<file path="src/rtl/cp_pkg.sv">
// cp_pkg: core-wide default widths and reset constants shared by fetch, core and dmem
package cp_pkg;
   localparam int CP_ADDR_W = 12;
   localparam int CP_DATA_W = 32;
   localparam logic [CP_ADDR_W-1:0] CP_RESET_PC = '0;
endpackage

</file>
<file path="src/rtl/prefetch_fifo.sv">
// prefetch_fifo: DEPTH-entry queue of fetched words with flush taking priority over push/pop
module prefetch_fifo
   import cp_pkg::*;
#(
   parameter int WIDTH = CP_DATA_W + CP_ADDR_W,
   parameter int DEPTH = 4,
   parameter int CNT_W = $clog2(DEPTH) + 1
) (
   input  logic             clock,
   input  logic             reset,
   input  logic             push,
   input  logic             pop,
   input  logic             flush,
   input  logic [WIDTH-1:0] wdata,
   output logic [WIDTH-1:0] rdata,
   output logic [CNT_W-1:0] count
);
   localparam int PTR_W = $clog2(DEPTH);
   logic [WIDTH-1:0] r_mem [DEPTH];
   logic [PTR_W-1:0] r_wr_ptr;
   logic [PTR_W-1:0] r_rd_ptr;
   logic [CNT_W-1:0] r_count;
   logic             w_pop;
   logic             w_push;
   assign w_pop  = pop && (r_count != '0);
   assign w_push = push;
   assign count  = r_count;
   assign rdata  = (r_count != '0) ? r_mem[r_rd_ptr] : '0;
   // pointer and occupancy tracking; pointers wrap naturally since DEPTH is a power of 2
   always_ff @(posedge clock or posedge reset) begin
      if (reset) begin
         r_wr_ptr <= '0;
         r_rd_ptr <= '0;
         r_count  <= '0;
      end else if (flush) begin
         r_wr_ptr <= '0;
         r_rd_ptr <= '0;
         r_count  <= '0;
      end else begin
         if (w_push) r_wr_ptr <= r_wr_ptr + 1'b1;
         if (w_pop) r_rd_ptr <= r_rd_ptr + 1'b1;
         r_count <= r_count + CNT_W'(w_push) - CNT_W'(w_pop);
      end
   end
   // storage array; contents are only observed through a valid head so no reset is needed
   always_ff @(posedge clock) begin
      if (w_push && !flush) r_mem[r_wr_ptr] <= wdata;
   end
   // the issue throttle upstream must make a push into a full queue impossible
   always_ff @(posedge clock) begin
      if (!reset && w_push && !flush) assert (r_count != CNT_W'(DEPTH));
   end
endmodule

</file>
<file path="src/rtl/fetch_prefetch_unit.sv">
// fetch_prefetch_unit: PC owner driving a synchronous imem and feeding decode from a prefetch queue
module fetch_prefetch_unit
   import cp_pkg::*;
#(
   parameter int ADDR_W = CP_ADDR_W,
   parameter int DATA_W = CP_DATA_W,
   parameter int DEPTH  = 4,
   parameter logic [ADDR_W-1:0] RESET_PC = ADDR_W'(CP_RESET_PC)
) (
   input  logic                     clock,
   input  logic                     reset,
   output logic [ADDR_W-1:0]        imem_address,
   output logic                     imem_clken,
   input  logic [DATA_W-1:0]        imem_q,
   input  logic                     redirect_valid,
   input  logic [ADDR_W-1:0]        redirect_pc,
   output logic                     insn_valid,
   input  logic                     insn_ready,
   output logic [DATA_W-1:0]        insn,
   output logic [ADDR_W-1:0]        insn_pc,
   output logic [$clog2(DEPTH):0]   fill_count
);
   localparam int CNT_W = $clog2(DEPTH) + 1;
   localparam logic [CNT_W:0] DEPTH_V = (CNT_W + 1)'(DEPTH);
   logic [ADDR_W-1:0]        r_pc;
   logic [ADDR_W-1:0]        r_resp_pc;
   logic                     r_resp_pending;
   logic [CNT_W-1:0]         w_count;
   logic [CNT_W:0]           w_occupancy;
   logic                     w_issue;
   logic [DATA_W+ADDR_W-1:0] w_head;
   assign w_occupancy  = {1'b0, w_count} + (CNT_W + 1)'(r_resp_pending);
   assign w_issue      = !reset && !redirect_valid && (w_occupancy < DEPTH_V);
   assign imem_clken   = w_issue;
   assign imem_address = r_pc;
   assign insn_valid   = (w_count != '0);
   assign insn         = w_head[DATA_W+ADDR_W-1:ADDR_W];
   assign insn_pc      = w_head[ADDR_W-1:0];
   assign fill_count   = w_count;
   // PC advance, redirect load and tracking of the single outstanding imem read
   always_ff @(posedge clock or posedge reset) begin
      if (reset) begin
         r_pc           <= RESET_PC;
         r_resp_pc      <= '0;
         r_resp_pending <= 1'b0;
      end else begin
         r_resp_pending <= w_issue;
         if (w_issue) r_resp_pc <= r_pc;
         r_pc <= redirect_valid ? redirect_pc : (w_issue ? r_pc + 1'b1 : r_pc);
      end
   end
   prefetch_fifo #(
      .WIDTH (DATA_W + ADDR_W),
      .DEPTH (DEPTH),
      .CNT_W (CNT_W)
   ) u_fifo (
      .clock (clock),
      .reset (reset),
      .push  (r_resp_pending && !redirect_valid),
      .pop   (insn_valid && insn_ready),
      .flush (redirect_valid),
      .wdata ({imem_q, r_resp_pc}),
      .rdata (w_head),
      .count (w_count)
   );
endmodule

</file>
<file path="config.mk">
export PLATFORM = sky130hd
export DESIGN_NAME = fetch_prefetch_unit
export DESIGN_NICKNAME = d
export VERILOG_FILES = /design/src/rtl/cp_pkg.sv /design/src/rtl/prefetch_fifo.sv /design/src/rtl/fetch_prefetch_unit.sv
export SDC_FILE = /design/constraint.sdc
export NUM_CORES = 1
export LEC_CHECK = 0
export CORE_MARGIN = 2
export CORE_UTILIZATION = 35
export CTS_BUF_LIST = sky130_fd_sc_hd__clkbuf_4 sky130_fd_sc_hd__clkbuf_8 sky130_fd_sc_hd__clkbuf_16
export CTS_CLUSTER_SIZE = 16
export DETAILED_ROUTE_END_ITERATION = 8
export PLACE_DENSITY = 0.63
export SETUP_SLACK_MARGIN = 0.4
export SLEW_MARGIN = 40
export SYNTH_ARGS = -nofsm -noshare
export SYNTH_HDL_FRONTEND = slang
export SYNTH_SLANG_ARGS = --single-unit
</file>
<file path="constraint.sdc">
create_clock -name clock -period 3.27 [get_ports clock]
set_input_delay 0.654 -clock clock [delete_from_list [all_inputs] [get_ports clock]]
set_output_delay 0.654 -clock clock [all_outputs]
set_load 0.005 [all_outputs]
</file>
==> results of run 1 <==
cell usage after synthesis, types with 8 or more instances:
cell type / instances / share of area (%)
clkbuf_1: 15 / 0.68
mux2_2: 12 / 1.6
dfrtp_1: 32 / 9.7
edfxtp_1: 176 / 64
and2_1: 50 / 3.8
nor2_1: 17 / 0.77
a31oi_1: 10 / 0.75
mux4_2: 44 / 12
inv_1: 10 / 0.45
ha_1: 8 / 1.2
timing repair:
item	4_1_cts	5_1_grt
endpoints found under the setup margin	46	37
cloned	4	0
resized for setup	105	57
buffers inserted	26	5
hold endpoints to repair	0	0
pin swaps	13	0
per-stage QoR:
stage	instances	worst slack, ps	cell area, um^2
finish	932	353	11000
global route	932	274	11000
CTS	927	218	10900
detailed placement	855	464	9860
global placement	855	554	9860
floorplan	437	927	8290
final cells by class:
cell class | instances | area [um^2] | area share (%)
Clock buffer | 28 | 637 | 5.81
Timing Repair Buffer | 155 | 1530 | 13.9
Multi-Input combinational cell | 198 | 2160 | 19.7
Clock inverter | 14 | 101 | 0.925
Tap cell | 319 | 399 | 3.64
Inverter | 10 | 37.5 | 0.342
Sequential cell | 208 | 6090 | 55.6
power groups by stage:
stage	clock (W)	sequential (W)	combinational, W
after floorplan	0	0.00325	0.00111
after global placement	0	0.00336	0.00207
after detailed placement	0	0.00338	0.00211
after CTS	0.00253	0.00328	0.00247
after global routing	0.00266	0.00330	0.00278
final	0.00247	0.00327	0.00255
logic make-up after synthesis:
kind of cell | Yosys count
multiplexers | 57
buffers and inverters | 32
flip-flops | 208
adder cells (fa/ha/maj) | 9
XOR/XNOR | 4
AO/OA/AOI/OAI | 25
AND/OR/NAND/NOR | 102
worst min-delay path by stage:
stage	endpoint	slack, ps	from	cells past startpoint
6_report	u_fifo.r_mem[2][8]$_DFFE_PP_	520	r_resp_pc[8]$_DFFE_PP0P_	0
5_1_grt	u_fifo.r_mem[1][9]$_DFFE_PP_	550	r_resp_pc[9]$_DFFE_PP0P_	0
4_1_cts	u_fifo.r_mem[3][9]$_DFFE_PP_	530	r_resp_pc[9]$_DFFE_PP0P_	0
3_5_place_dp	u_fifo.r_mem[3][9]$_DFFE_PP_	510	r_resp_pc[9]$_DFFE_PP0P_	0
3_3_place_gp	u_fifo.r_mem[2][9]$_DFFE_PP_	490	r_resp_pc[9]$_DFFE_PP0P_	0
2_1_floorplan	u_fifo.r_mem[0][0]$_DFFE_PP_	470	r_resp_pc[0]$_DFFE_PP0P_	0
state kept, by name, indices dropped and copies added (netlist names):
register / cells
imem_address: 12
r_resp_pc: 12
r_resp_pending: 1
u_fifo.count: 3
u_fifo.r_mem: 176
u_fifo.r_rd_ptr: 2
u_fifo.r_wr_ptr: 2
per-layer routing:
layer | track usage, % | part of all wire [%]
met5 | 0 | 0
met4 | 3.39 | 1.7
met3 | 2.74 | 5.6
met2 | 25.4 | 51
met1 | 17.5 | 42
==> results.toml, run 1 <==
[outcome]
status = "complete, no violations"

[cells_and_area]
fin_util_pct = 46.8
layout_commonest_cell = "edfxtp_1"
mostFrequentLayoutCells = "edfxtp_1, clkdlybuf4s50_1, mux4_2"
fill_cells = 2046
diodes = 0
area_growth_pct = 32.1
drive_above_1_share_pct = 34.1
finalNetCount = 653

[grt]
track_usage_pct = 14.1
grt_antenna_before_repair = 0
overflow = 0
grt_pass1_wl_um = 27000
grt_pass1_vias = 4848
grt_start_max_net_pins = 48

[yosys]
syn_avg_cell_area_um2 = 19.0
syn-num-nets = 494
synth_flop_cell = "edfxtp_1"
synthSimpleGateAreaFrac_pct = 7.20
synthAdderAreaFrac_pct = 1.45
synth_mux_area_share_pct = 13.7
synth-seq-area-share_pct = 73.4
yosys_warnings = 0
netlist_instances = 437
synth_edf_count = 176
ys_ff_latch = 208
syn_area_um2 = 8290
synth_xor_area_share_pct = 0.422
ys_async_sr_fraction_pct = 15.4
ys_types = 31
synth-compound-area-share_pct = 2.23
synth_top_family_by_area = "multiplexers"

[route]
firstDrtPassIters = 4
via_per_inst = 4.89
drt-initial-drc-count = 245
routedWlPerCell_um = 18.7
ant_nets = 0
drcViolationCount = 0
wl_um = 17400
num_vias = 4561

[clock_network]
htree_levels = 1
cts_tree = "yes"
ctsRootBufferMaster = "clkbuf_16"
cts.sinks = 208
clock_latency_ps = 500
numCtsBuffers = 23
hold_buffers = 0
clk_pin_slew_ps = 60
clk_path_buf_depth = 3

[setup_path]
r2r.worst_path.cells = 10
critPathRequiredTime_ps = 2620
cpPeakStageDelay_ps = 520
worst_setup_path_start_kind = "flip-flop"
critical_path_depth = 6
endpoint_kind = "output pin"
ff2ff_setup_slack_ps = 650
crit_chain = "buf_4, buf_8, buf_4, mux4_2, and2_4, dlygate4sd2_1"
crit_type = "reg2out"
critPathTopFamily = "buffers and inverters"
endpoint = "insn_pc[10]"
worstPathMaxFanout = 6
cp-startpoint = "u_fifo.r_rd_ptr[0]$_DFFE_PP0P_"
cpMostUsedCell = "buf_4"
arrival_ps = 2260
r2r_start = "u_fifo.count[1]$_DFF_PP0_"
slowest_stage = "dfrtp_4"
critPathBufInv = 4
r2r-end = "u_fifo.count[2]$_DFF_PP0_"

[floorplanning]
rows = 56
initial_core_util_pct = 35.4
die_w_um = 158
die_h_um = 158
core_um2 = 23400
die_area_um2 = 24900
io_pins = 109

[timing]
rsz0062_at_grt = "true"
final_hold_viol_count = 0
relSlewSlack_pct = 61.3
fin_hold_ws_ps = 523
fin_skew_ps = 12.5
fin_tns_setup_ps = 0
setup_viol = 0
fmax_ghz = 0.343
period_share_pct = 89.2
final_max_slew_viol_count = 0
fin_crit_ps = 2920
tightest_slew_ps = 579

[placed_design]
post-dp-hpwl_um = 9900
port_buffers = 108
gp_congestion = 0.826

[power]
combPwrFrac_pct = 30.8
seq_power_share_pct = 39.5
swShare_pct = 25.9
internal-power_w = 0.00615
leakagePower_nw = 3.85
vdd_drop_max_uv = 440
total_power_w = 0.00830
cellPowerDensity_nw_per_um2 = 757
clockPowerShare_pct = 29.8
netSwitchingPower_w = 0.00215

[worst_hold_path]
min_path_type = "reg2reg"

[flow_run]
max-cap-violations = 0
Note: power is estimated with default switching activity, not from simulation.
==> run 2: changes to the inputs <==
Settings changed: GPL_ROUTABILITY_DRIVEN set to 1.
==> results of run 2 <==
Final layout, timing and power as in run 1 (identical DEF).
==> run 3: changes to the inputs <==
Settings changed: CAP_MARGIN set to 30, CTS_CLUSTER_DIAMETER set to 30.
==> results.toml, run 3 (synthesized netlist as in run 1, its figures left out) <==
[grt]
grt_pass1_wl_um = 27600
grt_antenna_before_repair = 0
grt_pass1_vias = 4957
overflow = 0
track_usage_pct = 14.7
grt_start_max_net_pins = 45

[setup_path]
arrival_ps = 2250
slowest_stage = "dfrtp_4"
ff2ff_setup_slack_ps = 590
cpPeakStageDelay_ps = 490
critPathRequiredTime_ps = 2620
cpMostUsedCell = "buf_12"
crit_chain = "buf_12, buf_4, buf_12, mux4_2, and2_1, dlygate4sd2_1"
r2r.worst_path.cells = 10
r2r_start = "u_fifo.count[0]$_DFF_PP0_"
crit_type = "reg2out"
endpoint_kind = "output pin"
worstPathMaxFanout = 6
worst_setup_path_start_kind = "flip-flop"
r2r-end = "u_fifo.count[2]$_DFF_PP0_"

[timing]
final_max_slew_viol_count = 0
tightest_slew_ps = 573
fin_crit_ps = 2900
setup_viol = 0
fin_skew_ps = 22.8
period_share_pct = 88.7
rsz0062_at_grt = "true"
relSlewSlack_pct = 61.7
fin_tns_setup_ps = 0
fmax_ghz = 0.345
final_hold_viol_count = 0

[cells_and_area]
largest_reg_flops = 176
layout_commonest_cell = "edfxtp_1"
finalNetCount = 657
area_growth_pct = 38.6
drive_above_1_share_pct = 34.2
fill_cells = 1973
diodes = 0
mostFrequentLayoutCells = "edfxtp_1, clkdlybuf4s50_1, mux4_2"
top_register = "u_fifo.r_mem"
fin_cells = 947
stdcell_area_um2 = 11500

[clock_network]
ctsRootBufferMaster = "clkbuf_16"
clk_path_buf_depth = 3
cts_tree = "yes"
hold_buffers = 0
numCtsBuffers = 40
htree_levels = 2
clock_latency_ps = 500
cts.sinks = 208
clk_pin_slew_ps = 50

[placed_design]
port_buffers = 108
post-dp-hpwl_um = 9900
gp_congestion = 0.826
dp_cells = 855
postPlaceCellArea_um2 = 9860

[worst_hold_path]
worstHoldEndpoint = "u_fifo.r_mem[3][11]$_DFFE_PP_"
hold_path_depth = 0
min_path_type = "reg2reg"
min_from = "r_resp_pc[11]$_DFFE_PP0P_"

[power]
combPwrFrac_pct = 26.2
seq_power_share_pct = 33.6
internal-power_w = 0.00733
swShare_pct = 25.0
leakagePower_nw = 4.10
cellPowerDensity_nw_per_um2 = 850
clockPowerShare_pct = 40.2
vdd_drop_max_uv = 393
netSwitchingPower_w = 0.00244

[floorplanning]
die_w_um = 158
rows = 56
io_pins = 109
die_area_um2 = 24900
initial_core_util_pct = 35.4
core_um2 = 23400
die_h_um = 158

[route]
drt-initial-drc-count = 228
drcViolationCount = 0
via_per_inst = 4.89
routedWlPerCell_um = 18.9
firstDrtPassIters = 4
num_vias = 4629
wl_um = 17900
ant_nets = 0

[flow_run]
max-cap-violations = 0

[outcome]
status = "complete, no violations"
[run 3: cell count changes in the layout (fill, tap and decap cells not counted), moves of 4 or more]
cell and delta:
buf_4 -7, dlygate4sd2_1 +4, buf_6 -9, and2_4 -7
buf_2 -4, and2_1 +7, clkbuf_16 +17, clkinv_4 +7
[run 3: area by class of cell]
| class | instances | area [um^2] | area share, % |
|---|---|---|---|
| Clock inverter | 25 | 262 | 2.27 |
| Tap cell | 319 | 399 | 3.47 |
| Timing Repair Buffer | 142 | 1490 | 13.0 |
| Sequential cell | 208 | 6090 | 53.0 |
| Clock buffer | 45 | 1060 | 9.24 |
| Inverter | 10 | 37.5 | 0.326 |
| Multi-Input combinational cell | 198 | 2150 | 18.7 |
[run 3: how the worst max path moves through the flow]
stage,start,slack [ps],depth (start not counted),endpoint
floorplan,u_fifo.count[1]$_DFF_PP0_,930,10,u_fifo.count[2]$_DFF_PP0_
global placement,u_fifo.r_rd_ptr[0]$_DFFE_PP0P_,550,4,insn[31]
detailed placement,u_fifo.count[1]$_DFF_PP0_,460,10,u_fifo.count[2]$_DFF_PP0_
CTS,u_fifo.r_rd_ptr[0]$_DFFE_PP0P_,240,5,insn[18]
global route,u_fifo.r_rd_ptr[0]$_DFFE_PP0P_,300,6,insn[9]
finish,u_fifo.r_rd_ptr[0]$_DFFE_PP0P_,370,6,insn[9]
[run 3: layer usage]
layer	vias up	GRT usage [%]	wire (um)
met5	-	0	0
met4	0	4.50	380
met3	38	3.56	942
met2	156	25.6	8990
met1	2349	18.0	7580
li1	2086	-	-
[run 3: per-stage QoR]
stage               setup slack (ps)  utilization (%)  power (W)  hold slack (ps)
floorplan                        927                -    0.00437              472
global placement                 554             42.1    0.00543              492
detailed placement               464             42.1    0.00549              515
CTS                              238             49.2    0.00984              529
global route                     303             49.1     0.0102              553
finish                           371             49.1    0.00977              520
[run 3: worst max-delay path, delay by kind of cell (launching register included)]
family        cells  cell delay (ps)
flops             1              490
simple gates      1              170
mux               1              410
buf+inv           4              680
[run 3: timing repair]
item                                    4_1_cts  5_1_grt
gates resized for setup                      85       46
gates cloned                                  6        0
buffers inserted                             12        4
pin swaps                                    12        7
endpoints found under the setup margin       46       28
[run 3: power groups by stage]
stage               Clock, W  Combinational [W]  Sequential, W
floorplan                  0            0.00111        0.00325
global placement           0            0.00207        0.00336
detailed placement         0            0.00211        0.00338
CTS                  0.00400            0.00256        0.00328
global route         0.00414            0.00279        0.00330
finish               0.00393            0.00256        0.00328
